## config.mk

```make
export PLATFORM = sky130hd
export DESIGN_NAME = bcd_countdown_timer_flat
export DESIGN_NICKNAME = d
export VERILOG_FILES = /design/src/rtl/bcd_countdown_timer_pkg.sv /design/src/rtl/bcd_countdown_timer_if.sv /design/src/rtl/bcd_countdown_timer_decrement.sv /design/src/rtl/bcd_countdown_timer.sv /design/src/flat_wrapper.sv
export SDC_FILE = /design/constraint.sdc
export NUM_CORES = 1
export LEC_CHECK = 0
export ABC_AREA = 1
export BUFFER_PORTS_ARGS = -buffer_cell sky130_fd_sc_hd__buf_2
export CAP_MARGIN = 10
export CORE_MARGIN = 4
export CORE_UTILIZATION = 50
export DETAILED_ROUTE_END_ITERATION = 10
export GPL_ROUTABILITY_DRIVEN = 0
export HOLD_SLACK_MARGIN = 0.08
export PLACE_DENSITY = 0.75
export RECOVER_POWER = 25
export SLEW_MARGIN = 20
export SYNTH_ARGS = -nofsm -noshare
export SYNTH_HDL_FRONTEND = slang
export SYNTH_SLANG_ARGS = --single-unit
```

## constraint.sdc

```tcl
create_clock -name clk -period 1.8 [get_ports clk]
set_clock_uncertainty 0.15 [all_clocks]
set_input_delay 0.45 -clock clk [delete_from_list [all_inputs] [get_ports clk]]
set_output_delay 0.45 -clock clk [all_outputs]
set_load 0.03 [all_outputs]
```

## src/rtl/bcd_countdown_timer_pkg.sv

```systemverilog
// Shared definitions for the BCD countdown timer: state encoding, BCD
// constants and a preset validity helper.
package bcd_countdown_timer_pkg;

   typedef enum logic [1:0] {
      ST_IDLE    = 2'd0,
      ST_RUN     = 2'd1,
      ST_PAUSE   = 2'd2,
      ST_EXPIRED = 2'd3
   } state_t;

   localparam logic [15:0] BCD_ZERO       = 16'h0000;
   localparam logic [3:0]  BCD_NIBBLE_MAX = 4'd9;

   // True when every nibble of a packed 4-digit value is a legal BCD digit.
   function automatic logic bcd_is_valid(input logic [15:0] value);
      return (value[3:0]   <= BCD_NIBBLE_MAX) &&
             (value[7:4]   <= BCD_NIBBLE_MAX) &&
             (value[11:8]  <= BCD_NIBBLE_MAX) &&
             (value[15:12] <= BCD_NIBBLE_MAX);
   endfunction

endpackage

```

## src/rtl/bcd_countdown_timer_if.sv

```systemverilog
// Control/status bundle of the BCD countdown timer. The master side issues
// commands and the preset; the slave side (the timer) returns count and pulses.
interface bcd_countdown_timer_if;
   logic        tick;
   logic        clear;
   logic        load;
   logic [15:0] preset;
   logic        start;
   logic        pause;
   logic [15:0] count;
   logic        running;
   logic        done;
   logic        load_err;

   modport master (
      output tick, clear, load, preset, start, pause,
      input  count, running, done, load_err
   );

   modport slave (
      input  tick, clear, load, preset, start, pause,
      output count, running, done, load_err
   );
endinterface

```

## src/rtl/bcd_countdown_timer_decrement.sv

```systemverilog
// bcd_decrement_16bit: combinational one-step decrement of a packed 4-digit
// BCD value. Each digit either decrements or, when it is 0, becomes 9 and
// passes a borrow upward. An input of 0000 is returned unchanged (no wrap).
module bcd_decrement_16bit
   import bcd_countdown_timer_pkg::*;
(
   input  logic [15:0] bcd_in,
   output logic [15:0] bcd_out,
   output logic        is_zero_out
);

   logic [4:0] w_borrow;

   // Ripple the borrow through the four digit stages, least significant first.
   always_comb begin
      // NOTE: every output gets a default before the branches so no path leaves
      // it unassigned; an unassigned path in always_comb would infer a latch.
      w_borrow    = '0;
      bcd_out     = bcd_in;
      w_borrow[0] = (bcd_in != BCD_ZERO);
      for (int i = 0; i < 4; i++) begin
         if (w_borrow[i]) begin
            if (bcd_in[4*i +: 4] == 4'd0) begin
               bcd_out[4*i +: 4] = BCD_NIBBLE_MAX;
               w_borrow[i+1]     = 1'b1;
            end else begin
               bcd_out[4*i +: 4] = bcd_in[4*i +: 4] - 4'd1;
            end
         end
      end
      is_zero_out = (bcd_out == BCD_ZERO);
   end

endmodule

```

## src/rtl/bcd_countdown_timer.sv

```systemverilog
// bcd_countdown_timer: 4-digit packed-BCD countdown timer with a tick
// prescaler, run/pause control and one-cycle done / load_err pulses.
// Optional feature macro: BCD_TIMER_AUTORELOAD_EN (periodic reload from a
// shadow copy of the last accepted preset).
// Commands are strictly prioritised clear > load > start > pause > tick: the
// highest asserted command owns the cycle, even when it has no effect.
module bcd_countdown_timer
   import bcd_countdown_timer_pkg::*;
#(
   parameter int unsigned TICK_PER_STEP = 1
)(
   input  logic                  clk,
   input  logic                  rst_n,
   bcd_countdown_timer_if.slave  bus
);

   localparam logic [7:0] STEP_LAST = 8'(TICK_PER_STEP);

   state_t      r_state;
   logic [15:0] r_count;
   logic [7:0]  r_prescale;
   logic        r_running;
   logic        r_done;
   logic        r_load_err;
`ifdef BCD_TIMER_AUTORELOAD_EN
   logic [15:0] r_shadow;
`endif

   logic [15:0] w_dec_count;
   logic        w_dec_zero;
   logic [7:0]  w_prescale_inc;
   logic        w_step;

   bcd_decrement_16bit u_dec (
      .bcd_in      (r_count),
      .bcd_out     (w_dec_count),
      .is_zero_out (w_dec_zero)
   );

   assign w_prescale_inc = r_prescale + 8'd1;
   assign w_step         = (w_prescale_inc == STEP_LAST);

   // Control FSM with count, prescaler and registered status outputs.
   always_ff @(posedge clk or negedge rst_n) begin
      if (!rst_n) begin
         r_state    <= ST_IDLE;
         r_count    <= BCD_ZERO;
         r_prescale <= 8'd0;
         r_running  <= 1'b0;
         r_done     <= 1'b0;
         r_load_err <= 1'b0;
`ifdef BCD_TIMER_AUTORELOAD_EN
         r_shadow   <= BCD_ZERO;
`endif
      end else begin
         // NOTE: state registers use non-blocking assignments so every branch
         // reads the pre-edge values and the update order cannot matter.
         r_done     <= 1'b0;
         r_load_err <= 1'b0;
         if (bus.clear) begin
            r_count    <= BCD_ZERO;
            r_prescale <= 8'd0;
            r_state    <= ST_IDLE;
            r_running  <= 1'b0;
         end else if (bus.load) begin
            if (r_state != ST_RUN && bcd_is_valid(bus.preset)) begin
               r_count    <= bus.preset;
               r_prescale <= 8'd0;
               r_state    <= ST_IDLE;
               r_running  <= 1'b0;
`ifdef BCD_TIMER_AUTORELOAD_EN
               r_shadow   <= bus.preset;
`endif
            end else begin
               r_load_err <= 1'b1;
            end
         end else if (bus.start) begin
            if ((r_state == ST_IDLE || r_state == ST_PAUSE) && r_count != BCD_ZERO) begin
               r_state   <= ST_RUN;
               r_running <= 1'b1;
            end
         end else if (bus.pause) begin
            if (r_state == ST_RUN) begin
               r_state   <= ST_PAUSE;
               r_running <= 1'b0;
            end
         end else if (bus.tick && r_state == ST_RUN) begin
            if (w_step) begin
               r_prescale <= 8'd0;
               if (w_dec_zero) begin
                  r_done <= 1'b1;
`ifdef BCD_TIMER_AUTORELOAD_EN
                  if (r_shadow != BCD_ZERO) begin
                     r_count <= r_shadow;
                  end else begin
                     r_count   <= BCD_ZERO;
                     r_state   <= ST_EXPIRED;
                     r_running <= 1'b0;
                  end
`else
                  r_count   <= BCD_ZERO;
                  r_state   <= ST_EXPIRED;
                  r_running <= 1'b0;
`endif
               end else begin
                  r_count <= w_dec_count;
               end
            end else begin
               r_prescale <= w_prescale_inc;
            end
         end
      end
   end

   assign bus.count    = r_count;
   assign bus.running  = r_running;
   assign bus.done     = r_done;
   assign bus.load_err = r_load_err;

endmodule

```

## src/flat_wrapper.sv

```systemverilog
// flat-port wrapper written by rule: the top's interface ports become plain ports
module bcd_countdown_timer_flat import bcd_countdown_timer_pkg::*;
#(
   parameter int unsigned TICK_PER_STEP = 1
)
  (clk, rst_n, bus_tick, bus_clear, bus_load, bus_preset, bus_start, bus_pause, bus_count, bus_running, bus_done, bus_load_err);
  bcd_countdown_timer_if bus_i ();
  input  logic clk;
  input  logic rst_n;
  input wire logic [$bits(bus_i.tick)-1:0] bus_tick;
  input wire logic [$bits(bus_i.clear)-1:0] bus_clear;
  input wire logic [$bits(bus_i.load)-1:0] bus_load;
  input wire logic [$bits(bus_i.preset)-1:0] bus_preset;
  input wire logic [$bits(bus_i.start)-1:0] bus_start;
  input wire logic [$bits(bus_i.pause)-1:0] bus_pause;
  output wire logic [$bits(bus_i.count)-1:0] bus_count;
  output wire logic [$bits(bus_i.running)-1:0] bus_running;
  output wire logic [$bits(bus_i.done)-1:0] bus_done;
  output wire logic [$bits(bus_i.load_err)-1:0] bus_load_err;
  assign bus_i.tick = bus_tick;
  assign bus_i.clear = bus_clear;
  assign bus_i.load = bus_load;
  assign bus_i.preset = bus_preset;
  assign bus_i.start = bus_start;
  assign bus_i.pause = bus_pause;
  assign bus_count = bus_i.count;
  assign bus_running = bus_i.running;
  assign bus_done = bus_i.done;
  assign bus_load_err = bus_i.load_err;
  bcd_countdown_timer #(.TICK_PER_STEP(TICK_PER_STEP)) u_core (.clk(clk), .rst_n(rst_n), .bus(bus_i));
endmodule
```

* Yosys cells after proc, flatten, opt, wreduce, memory -nomap -nowiden
Cells that the tools add are included.
** Word-level totals
- Flip-flop bits (word level) :: 29
- Bits of input ports :: 23
- Output and inout bits :: 19
- Word-level logic and storage cells :: 105
** Operators by class
- Add/subtract/negate cells :: 5
- Order comparisons :: 4
- Eq/ne operators :: 9
- Muxes and demuxes :: 59
- Reductions and logical operators :: 22
** Operator list (count)
- two-way mux 16 bit :: 8
- two-way mux 8 bit :: 7
- two-way mux 4 bit :: 8
- two-way mux 1 bit :: 26
- two-way mux 2 bit :: 10
- less-or-equal comparator 4 bit (second input constant) :: 4
- zero test 16 bit :: 1
- zero test 4 bit :: 4
- nonzero test 16 bit :: 1
- subtractor 4 x 1 -> 4 bit (second input constant) :: 4
- nonzero test 5 bit :: 3
- adder 8 x 1 -> 8 bit (second input constant) :: 1
- equality test 8 x 1 -> 1 bit (second input constant) :: 1
- logical AND 1 bit :: 6
- inequality test 3 bit (second input constant) :: 2
- AND reduction 6 bit :: 1
- nonzero test 3 bit :: 2
- inequality test 5 x 4 -> 1 bit (second input constant) :: 1
- AND reduction 5 bit :: 1
- inequality test 4 x 3 -> 1 bit (second input constant) :: 1
- AND reduction 4 bit :: 1
- inequality test 3 x 2 -> 1 bit (second input constant) :: 1
- equality test 2 x 1 -> 1 bit (second input constant) :: 1
- equality test 2 bit (second input constant) :: 1
- other kinds (3) :: 3

* Longest topological paths before layout
Gate-level depths: netlist of run 1.
- Depth in word-level cells :: 14
- Depth in mapped cells :: 15
- Gate-level depth less buffers :: 14

* Hierarchy
From an unflattened synthesis of run 1, not the netlist that was laid out.
** Second synthesis, totals
- Cells, all modules :: 325
- Area total of the unflattened synthesis :: 2312.2 sq um
** Modules (own cells, without submodules)
- bcd_countdown_timer :: times used 1, cells each 212, area each 1751.7 sq um, seq. area each 725.7 sq um
- bcd_decrement_16bit :: times used 1, cells each 113, area each 560.5 sq um, seq. area each 0.0 sq um

* Least setup slack after synthesis of run 1
No wires, ideal clock.
- Path kind :: register to register
- Start :: register u_core.r_count[1] (netlist: u_core.bus.count[1])
- End :: register u_core.r_running (netlist: u_core.bus.running)
- Setup time :: 0.117 ns
- Arrival :: 1.670 ns
- Required time :: 1.533 ns
- Setup slack :: -0.138 ns
- Cell stages (with the launch flop) :: 14
- Buffers on the path :: 1
- Period minus slack after synthesis :: 1.938 ns
- Cells stage by stage :: dfrtp_1 nor2_4 nand2_4 clkinv_2 buf_6 nand4_1 nand2_1 nand2_1 nor2_1 nand2_1 nor2_2 nand3_2 nand3_1 nand2_1
** On the way
- Longest elaborated chain between the ends :: 9
- Elaborated cells on any way between the ends :: 17
- Classes of those cells :: add/sub (1); eq/ne (1); mux (9); reduce/logical (6)
** RTL lines
- start, declared :: line bcd_countdown_timer.sv:20 : logic [15:0] r_count;
- start signal, assigned :: line bcd_countdown_timer.sv:67 : r_count <= bus.preset;
- start signal, assigned :: line bcd_countdown_timer.sv:106 : r_count <= w_dec_count;
- zero test 4 bit :: line bcd_countdown_timer_decrement.sv:23 : if (bcd_in[4*i +: 4] == 4'd0) begin
- two-way mux 1 bit :: line bcd_countdown_timer_decrement.sv:23
- two-way mux 1 bit (3 in a row) :: line bcd_countdown_timer_decrement.sv:22 : if (w_borrow[i]) begin
- two-way mux 4 bit :: line bcd_countdown_timer_decrement.sv:22
- zero test 16 bit :: line bcd_countdown_timer_decrement.sv:31 : is_zero_out = (bcd_out == BCD_ZERO);
- nonzero test 5 bit (no source line)
- AND reduction 6 bit (no source line) *
- end signal, assigned :: line bcd_countdown_timer.sv:49 : r_running <= 1'b0;
- end signal, assigned :: line bcd_countdown_timer.sv:64 : r_running <= 1'b0;
- end signal, assigned :: line bcd_countdown_timer.sv:70 : r_running <= 1'b0;
- end, declared :: line bcd_countdown_timer.sv:22 : logic r_running;
Mark *: on every way between the ends. The rest lies on a longest branch, timed or not.
A chain may end at the register's enable or synchronous reset.

* Worst setup path in the final report of run 1
- Start :: register u_core.r_prescale[1]
- End :: register u_core.r_count[9] (netlist: u_core.bus.count[9])
** On the way
- Longest elaborated chain between the ends :: 4
** RTL lines
- start, declared :: line bcd_countdown_timer.sv:21 : logic [7:0] r_prescale;
- start signal, assigned :: line bcd_countdown_timer.sv:109 : r_prescale <= w_prescale_inc;
- adder 8 x 1 -> 8 bit :: line bcd_countdown_timer.sv:40 : assign w_prescale_inc = r_prescale + 8'd1;
- equality test 8 x 1 -> 1 bit :: line bcd_countdown_timer.sv:41 : assign w_step = (w_prescale_inc == STEP_LAST);
- nonzero test 3 bit (no source line)
- AND reduction 5 bit (no source line)
No other way between the ends.

==> key figures, run 1 <==
Worst setup path
  • Crit. End Element: register
  • Worst R2R Start: u_core.r_prescale[1]$_DFFE_PN0P_
  • RR Endpoint: u_core.bus.count[9]$_DFFE_PN0P_
  • Worst path bufs/invs: 1
  • Slowest-stage cell, CP: dfrtp_1
  • Worst stage delay on the critical path: 0.36 ns
  • Worst Reg2Reg Path Length in Cells: 13
  • CP Cell Sequence: ha_2 > nand2_2 > nor2_2 > nand2_1 > xor2_1 > nand2_1 > nor2_4 > nand4_2 > nand2_2 > nand2_4 > buf_12 > nand2_1 > o21ai_1
  • CP startpoint: u_core.r_prescale[1]$_DFFE_PN0P_
  • Capture point of the worst path: u_core.bus.count[9]$_DFFE_PN0P_
  • Data arrival, critical path: 2.06 ns
  • Critical path depth: 13
  • CP top delay family: simple AND/OR/NAND/NOR gates
  • WP data required: 1.82 ns
  • Crit Path Category: register to register
  • Reg2reg setup slack: -0.24 ns
  • Startpoint Class: register
  • Most common cell on crit path: nand2_1
  • Max FO, Critical Path: 10

Logic synthesis
  • Cell with the most instances after synthesis: nand2_1
  • Most instantiated cells after synthesis: 103 x nand2_1, 30 x inv_1, 29 x dfrtp_1, 24 x nor2_1, 17 x nand3_1
  • Yosys warning total: 0
  • Sequential fraction of the synthesis area: 32.92%
  • Largest cells by area after synthesis: dfrtp_1 33%, nand2_1 18%, inv_1 5.1%
  • Synth Instances: 321
  • Mapped Nets: 346
  • FFs w/ async S/R, synth: 100.0%
  • Synthesized cell area: 0.002205 sq mm
  • Seq cells post-synth: 29
  • Top-area cell type share of the netlist area: 32.92%
  • Number of synthesized flops with an enable pin: 0
  • Leading register cell type out of synthesis: dfrtp_1
  • Syn_area_per_cell: 6.868 sq um
  • Area leader, netlist: dfrtp_1
  • Post-synthesis cell type count: 34

Global routing
  • Grt ovf: 0
  • First-pass GRT wire length: 11,440 um
  • Vias in the first global route: 2,571
  • Antenna violations before repair: 0
  • Largest net degree at the start of global routing: 30
  • Gr usage total: 26.92%

Pwr
  • PD cells: 841.5 mW/mm^2
  • Leakage power: 0.001706 uW
  • Power Total: 2730 uW
  • Sw Share: 41.81%
  • Internal power: 1589 uW
  • Maximum VDD drop: 508.0 uV
  • Switching power: 1141 uW
  • Clock network power share: 19.6%
  • Sequential fraction of design power: 27.8%
  • Logic pwr share: 52.6%

CTS
  • CTS Buf Count: 5
  • Clk root buf: clkbuf_8
  • CTS tree: yes
  • Clock Latency Late Sink: 0.29 ns
  • Clock sinks: 29
  • CTS Buffer Depth: 2
  • Reg clk slew, reported paths: 0.07 ns
  • H-tree levels: 2

Timing
  • Period utilization: 113.4%
  • Hold slack: 0.3336 ns
  • Sum Neg Setup Slack: -4.231 ns
  • Slew @ Worst Pin: 0.7450 ns
  • Final Critical Period: 2.042 ns
  • Fmax achieved: 489.8 MHz
  • Max Slew Vio Count: 0
  • Final Hold Fails: 0
  • RSZ-0062 raised after global routing: yes
  • Normalized max-slew margin: 50.34%
  • Worst Slack Setup Final: -0.2417 ns
  • Final Setup Violations: 20

Route
  • Via Count: 2,638
  • Router iterations before antenna repair: 5
  • Met2 Wirelength: 3348 um
  • DRC: 0
  • WL/cell: 14.20 um
  • Routed wire length: 6956 um
  • Post-DRT Antenna Nets: 0
  • Number of vias per cell: 5.384
  • Top Layer Used: met4
  • Met1 wire length: 2901 um
  • Met3 wire len: 443 um
  • DRT iter0 DRCs: 247

Flow run
  • Max-cap violation count: 0

Placement
  • HPWL Detailed: 4745 um
  • Placed cell count: 473
  • Port bufs: 41

Layout
  • Final nets: 464
  • Final core utilization: 78.29%
  • Area growth, synth to finish: 47.16%
  • Share of cells above drive strength 1: 46.59%
  • Antenna Cells: 0
  • Non-filler instance count after layout: 490

Floorplan
  • Initial Util: 53.20%
  • Die Height: 74.40 um
  • # IOs: 42
  • Die Area: 0.005535 sq mm
  • CORE AREA: 0.004144 sq mm
  • Width of the chip: 74.40 um
  • # rows: 23

Run status
  • Outcome: finished, violations left
  • Failing checks: negative setup slack

Min path
  • Min-delay worst type: input port to register
==> through the flow <==
stage	setup slack (ns)	cell area (sq um)
floorplan	-0.09079	2246
global placement	-0.2546	2985
detailed placement	-0.2982	2985
CTS	-0.2140	3207
global route	-0.4005	3244
finish	-0.2417	3244
==> tightest hold or removal path, cell delays in order <==
cell and delay (ns):
buf_2 0.13, nor2_1 0.06, nand2_1 0.06, nand2_1 0.04
==> flip-flops by register name, indices dropped and copies added (netlist names) <==
signal / flops
u_core.r_state: 2
u_core.bus.running: 1
u_core.bus.load_err: 1
u_core.bus.done: 1
u_core.bus.count: 16
u_core.r_prescale: 8
==> repair_timing <==
| item | in CTS | in global routing |
|---|---|---|
| hold endpoints to repair | 29 | 0 |
| gates resized for setup | 17 | 12 |
| endpoints found under the setup margin | 20 | 28 |
| hold buffers | 1 | 0 |
| pin swaps | 10 | 5 |
| setup buffers | 7 | 1 |
==> logic make-up after synthesis <==
logic type / share of synthesized area (%)
xor gates and xnor gates: 1.589
AOI/OAI and AO/OA: 15.04
adders and majority gates: 1.135
buffers and inverters: 8.797
and+or+nand+nor: 40.52
DFF: 32.92
==> worst min-delay path by stage <==
stage                     startpoint                               to  slack [ns]  cells after the start
after floorplan                rst_n  u_core.bus.count[0]$_DFFE_PN0P_       0.004                      0
after global placement         rst_n  u_core.bus.count[5]$_DFFE_PN0P_        0.26                      2
after detailed placement       rst_n  u_core.bus.count[5]$_DFFE_PN0P_        0.27                      2
after CTS                  bus_start    u_core.r_state[1]$_DFFE_PN0P_        0.31                      4
after global routing       bus_start    u_core.r_state[1]$_DFFE_PN0P_        0.38                      4
final                      bus_start    u_core.r_state[1]$_DFFE_PN0P_        0.33                      4
==> cell type report <==
class,instances,area [sq um]
clock buffers,6,72.57
inverters,35,148.9
flip-flops and latches,29,745.7
fillers,275,899.6
clock inverters,2,10.01
repair buffers,118,799.5
multi-input cells,250,1405
well taps,50,62.56
==> power groups by stage <==
stage          registers, uW  clock network (uW)  logic (uW)
5_1_grt                  765                 569        1560
4_1_cts                  758                 546        1360
2_1_floorplan            884                   0         626
6_report                 758                 536        1440
3_5_place_dp             760                   0        1260
3_3_place_gp             757                   0        1240
==> cell usage in the layout, fill, tap and decap left out, types with 2 or more instances in the layout <==
master	instances
clkinv_2	2
o21ai_2	10
o21ai_1	8
nand3_1	16
o21ai_0	14
nand2_4	5
dfrtp_2	16
a22oi_1	3
nand2_1	98
clkbuf_8	5
nand4_1	7
a21oi_1	13
nand3_2	2
nor2_4	9
buf_2	41
buf_4	73
o22ai_1	4
nor2_2	5
nor2_1	20
nand2_2	19
dfrtp_1	13
xor2_1	2
inv_1	28
inv_2	5
==> layer usage <==
metal	vias to the layer above	GRT usage, %
li1	1275	-
met1	1201	34.71
met2	134	44.68
met3	28	4.459
met4	0	11.26
met5	-	0
Power figures use the tool's default switching activity.
==> inputs of run 2 (changes only) <==
Settings changed: CORE_UTILIZATION 50 to 35, PLACE_DENSITY 0.75 to 0.56.
==> key figures, run 2 (same netlist as run 1, synthesis figures left out) <==
Timing
  • Final Setup Violations: 20 (unchanged)
  • Worst Slack Setup Final: -0.2138 ns (was -0.2417 ns)
  • Fmax achieved: 496.6 MHz (was 489.8 MHz)
  • Sum Neg Setup Slack: -3.440 ns (was -4.231 ns)
  • Normalized max-slew margin: 36.39% (was 50.34%)
  • Max Slew Vio Count: 0 (unchanged)
  • Slew @ Worst Pin: 0.9542 ns (was 0.7450 ns)
  • Final Hold Fails: 0 (unchanged)
  • RSZ-0062 raised after global routing: yes (unchanged)
  • Period utilization: 111.9% (was 113.4%)
  • Final Critical Period: 2.014 ns (was 2.042 ns)

Layout
  • Final nets: 473 (was 464)
  • Commonest non-fill, non-tap cell in the layout: nand2_1 (unchanged)
  • Max FFs per register: 16 (unchanged)
  • Design area: 0.003398 sq mm (was 0.003244 sq mm)
  • Final core utilization: 56.40% (was 78.29%)
  • Commonest cells after routing, fill and taps aside: 99 x nand2_1, 82 x buf_4, 40 x buf_2, 30 x inv_1, 20 x nor2_1 (was 98 x nand2_1, 73 x buf_4, 41 x buf_2, 28 x inv_1, 20 x nor2_1)
  • Share of cells above drive strength 1: 47.22% (was 46.59%)
  • Antenna Cells: 0 (unchanged)
  • Area growth, synth to finish: 54.14% (was 47.16%)

Route
  • Routed wire length: 6555 um (was 6956 um)
  • Top Layer Used: met4 (unchanged)
  • Met1 wire length: 3171 um (was 2901 um)
  • Router iterations before antenna repair: 4 (was 5)
  • Number of vias per cell: 4.719 (was 5.384)
  • Met2 Wirelength: 2996 um (was 3348 um)
  • Met3 wire len: 338 um (was 443 um)
  • Post-DRT Antenna Nets: 0 (unchanged)
  • DRC: 0 (unchanged)
  • WL/cell: 12.51 um (was 14.20 um)
  • DRT iter0 DRCs: 119 (was 247)
  • Via Count: 2,473 (was 2,638)

CTS
  • CTS Buffer Depth: 2 (unchanged)
  • CTS tree: yes (unchanged)
  • Clk root buf: clkbuf_8 (unchanged)
  • CTS Buf Count: 5 (unchanged)
  • Clock Latency Late Sink: 0.28 ns (was 0.29 ns)
  • Reg clk slew, reported paths: 0.07 ns (about the same)
  • Clock sinks: 29 (unchanged)
  • H-tree levels: 2 (unchanged)

Floorplan
  • # IOs: 42 (unchanged)
  • Die Height: 87.37 um (was 74.40 um)
  • # rows: 28 (was 23)
  • Initial Util: 36.59% (was 53.20%)
  • CORE AREA: 0.006026 sq mm (was 0.004144 sq mm)
  • Die Area: 0.007633 sq mm (was 0.005535 sq mm)
  • Width of the chip: 87.37 um (was 74.40 um)

Pwr
  • Clock network power share: 19.4% (was 19.6%)
  • Power Total: 2754 uW (was 2730 uW)
  • Sw Share: 40.31% (was 41.81%)
  • Logic pwr share: 53.1% (was 52.6%)
  • PD cells: 810.3 mW/mm^2 (was 841.5 mW/mm^2)
  • Maximum VDD drop: 451.4 uV (was 508.0 uV)
  • Sequential fraction of design power: 27.5% (was 27.8%)
  • Switching power: 1110 uW (was 1141 uW)
  • Internal power: 1644 uW (was 1589 uW)
  • Leakage power: 0.001725 uW (was 0.001706 uW)

Worst setup path
  • Worst path bufs/invs: 2 (was 1)
  • Worst stage delay on the critical path: 0.43 ns (was 0.36 ns)
  • Startpoint Class: register (unchanged)
  • Critical path depth: 14 (was 13)
  • RR Endpoint: u_core.r_state[1]$_DFFE_PN0P_ (was u_core.bus.count[9]$_DFFE_PN0P_)
  • Data arrival, critical path: 2.04 ns (was 2.06 ns)
  • Most common cell on crit path: nand2_1 (unchanged)
  • Capture point of the worst path: u_core.r_state[1]$_DFFE_PN0P_ (was u_core.bus.count[9]$_DFFE_PN0P_)
  • WP data required: 1.82 ns (about the same)
  • CP Cell Sequence: nor2_4 > nand2_4 > nor2_8 > nand4_1 > buf_4 > buf_4 > nand2_1 > nor2_1 > nand2_1 > nor2_4 > nand3_4 > nand2_4 > nand2_1 > nand2_1 (was ha_2 > nand2_2 > nor2_2 > nand2_1 > xor2_1 > nand2_1 > nor2_4 > nand4_2 > nand2_2 > nand2_4 > buf_12 > nand2_1 > o21ai_1)
  • CP startpoint: u_core.bus.count[4]$_DFFE_PN0P_ (was u_core.r_prescale[1]$_DFFE_PN0P_)
  • Worst R2R Start: u_core.bus.count[4]$_DFFE_PN0P_ (was u_core.r_prescale[1]$_DFFE_PN0P_)
  • Reg2reg setup slack: -0.21 ns (was -0.24 ns)
  • Max FO, Critical Path: 5 (was 10)
  • Crit Path Category: register to register (unchanged)
  • Slowest-stage cell, CP: dfrtp_2 (was dfrtp_1)
  • CP top delay family: simple AND/OR/NAND/NOR gates (unchanged)
  • Worst Reg2Reg Path Length in Cells: 14 (was 13)
  • Crit. End Element: register (unchanged)

Global routing
  • Vias in the first global route: 2,331 (was 2,571)
  • Antenna violations before repair: 0 (unchanged)
  • Gr usage total: 18.33% (was 26.92%)
  • Largest net degree at the start of global routing: 21 (was 30)
  • Grt ovf: 0 (unchanged)
  • First-pass GRT wire length: 10,940 um (was 11,440 um)

Placement
  • Placed cell area: 0.003069 sq mm (was 0.002985 sq mm)
  • HPWL Detailed: 5089 um (was 4745 um)
  • Post-Place Worst Slack: -0.2747 ns (was -0.2982 ns)
  • Port bufs: 41 (unchanged)

Flow run
  • Max-cap violation count: 0 (unchanged)

Run status
  • Failing checks: negative setup slack (unchanged)
  • Outcome: finished, violations left (unchanged)

Min path
  • Min-delay worst type: input port to register (unchanged)
run 2: cell count changes in the layout (fill, tap and decap cells not counted), moves of 2 or more:
| cell | change |
|---|---|
| nand2_2 | -2 |
| buf_12 | +2 |
| inv_1 | +2 |
| inv_2 | -2 |
| buf_4 | +9 |
run 2: through the flow:
| stage | instances | hold WS [ns] |
|---|---|---|
| 3_3_place_gp | 505 | 0.2498 |
| 3_5_place_dp | 505 | 0.2543 |
| 2_1_floorplan | 321 | 0.004409 |
| 6_report | 524 | 0.3230 |
| 5_1_grt | 524 | 0.3555 |
| 4_1_cts | 516 | 0.3165 |
run 2: repair_timing:
item                                   4_1_cts  5_1_grt
gates cloned                                 0        0
endpoints found under the hold margin       13        0
gates resized for setup                     11       18
setup endpoints to repair                   20       28
buffers inserted                             2        8
pin swaps                                    4       13
hold buffers                                 1        0
run 2: how the worst min path moves through the flow:
stage	from	to	slack [ns]	cells after the start
floorplan	rst_n	u_core.bus.count[0]$_DFFE_PN0P_	0.004	0
global route	bus_start	u_core.r_state[1]$_DFFE_PN0P_	0.36	4
finish	bus_start	u_core.r_state[1]$_DFFE_PN0P_	0.32	4
global placement	rst_n	u_core.bus.count[13]$_DFFE_PN0P_	0.25	1
detailed placement	rst_n	u_core.bus.count[13]$_DFFE_PN0P_	0.25	1
CTS	bus_start	u_core.r_state[1]$_DFFE_PN0P_	0.32	4
run 2: cell type report:
cell class,instances,area [sq um]
clock buffers,6,72.57
clock inverters,2,10.01
fillers,599,2628
inverters,35,148.9
multi-input cells,250,1436
flip-flops and latches,29,747.0
well taps,75,93.84
repair buffers,127,889.6
run 2: power groups by stage:
stage / Sequential, uW / Clock, uW / Combinational [uW]
after global routing: 764 / 585 / 1610
after floorplan: 884 / 0 / 626
final: 757 / 534 / 1460
after CTS: 755 / 545 / 1350
after detailed placement: 760 / 0 / 1300
after global placement: 758 / 0 / 1290
run 2: worst reg2reg max path, stage by stage (launching register included):
cell and delay [ns]:
dfrtp_2 0.43, nor2_4 0.14, nand2_4 0.08, nor2_8 0.15
nand4_1 0.13, buf_4 0.15, buf_4 0.12, nand2_1 0.07
nor2_1 0.05, nand2_1 0.12, nor2_4 0.07, nand3_4 0.09
nand2_4 0.06, nand2_1 0.06, nand2_1 0.05
run 2: per-layer routing:
layer | vias to the layer above | track usage, %
met5 | - | 0
met2 | 55 | 28.84
met3 | 4 | 3.406
met1 | 1120 | 26.09
li1 | 1294 | -
met4 | 0 | 3.905
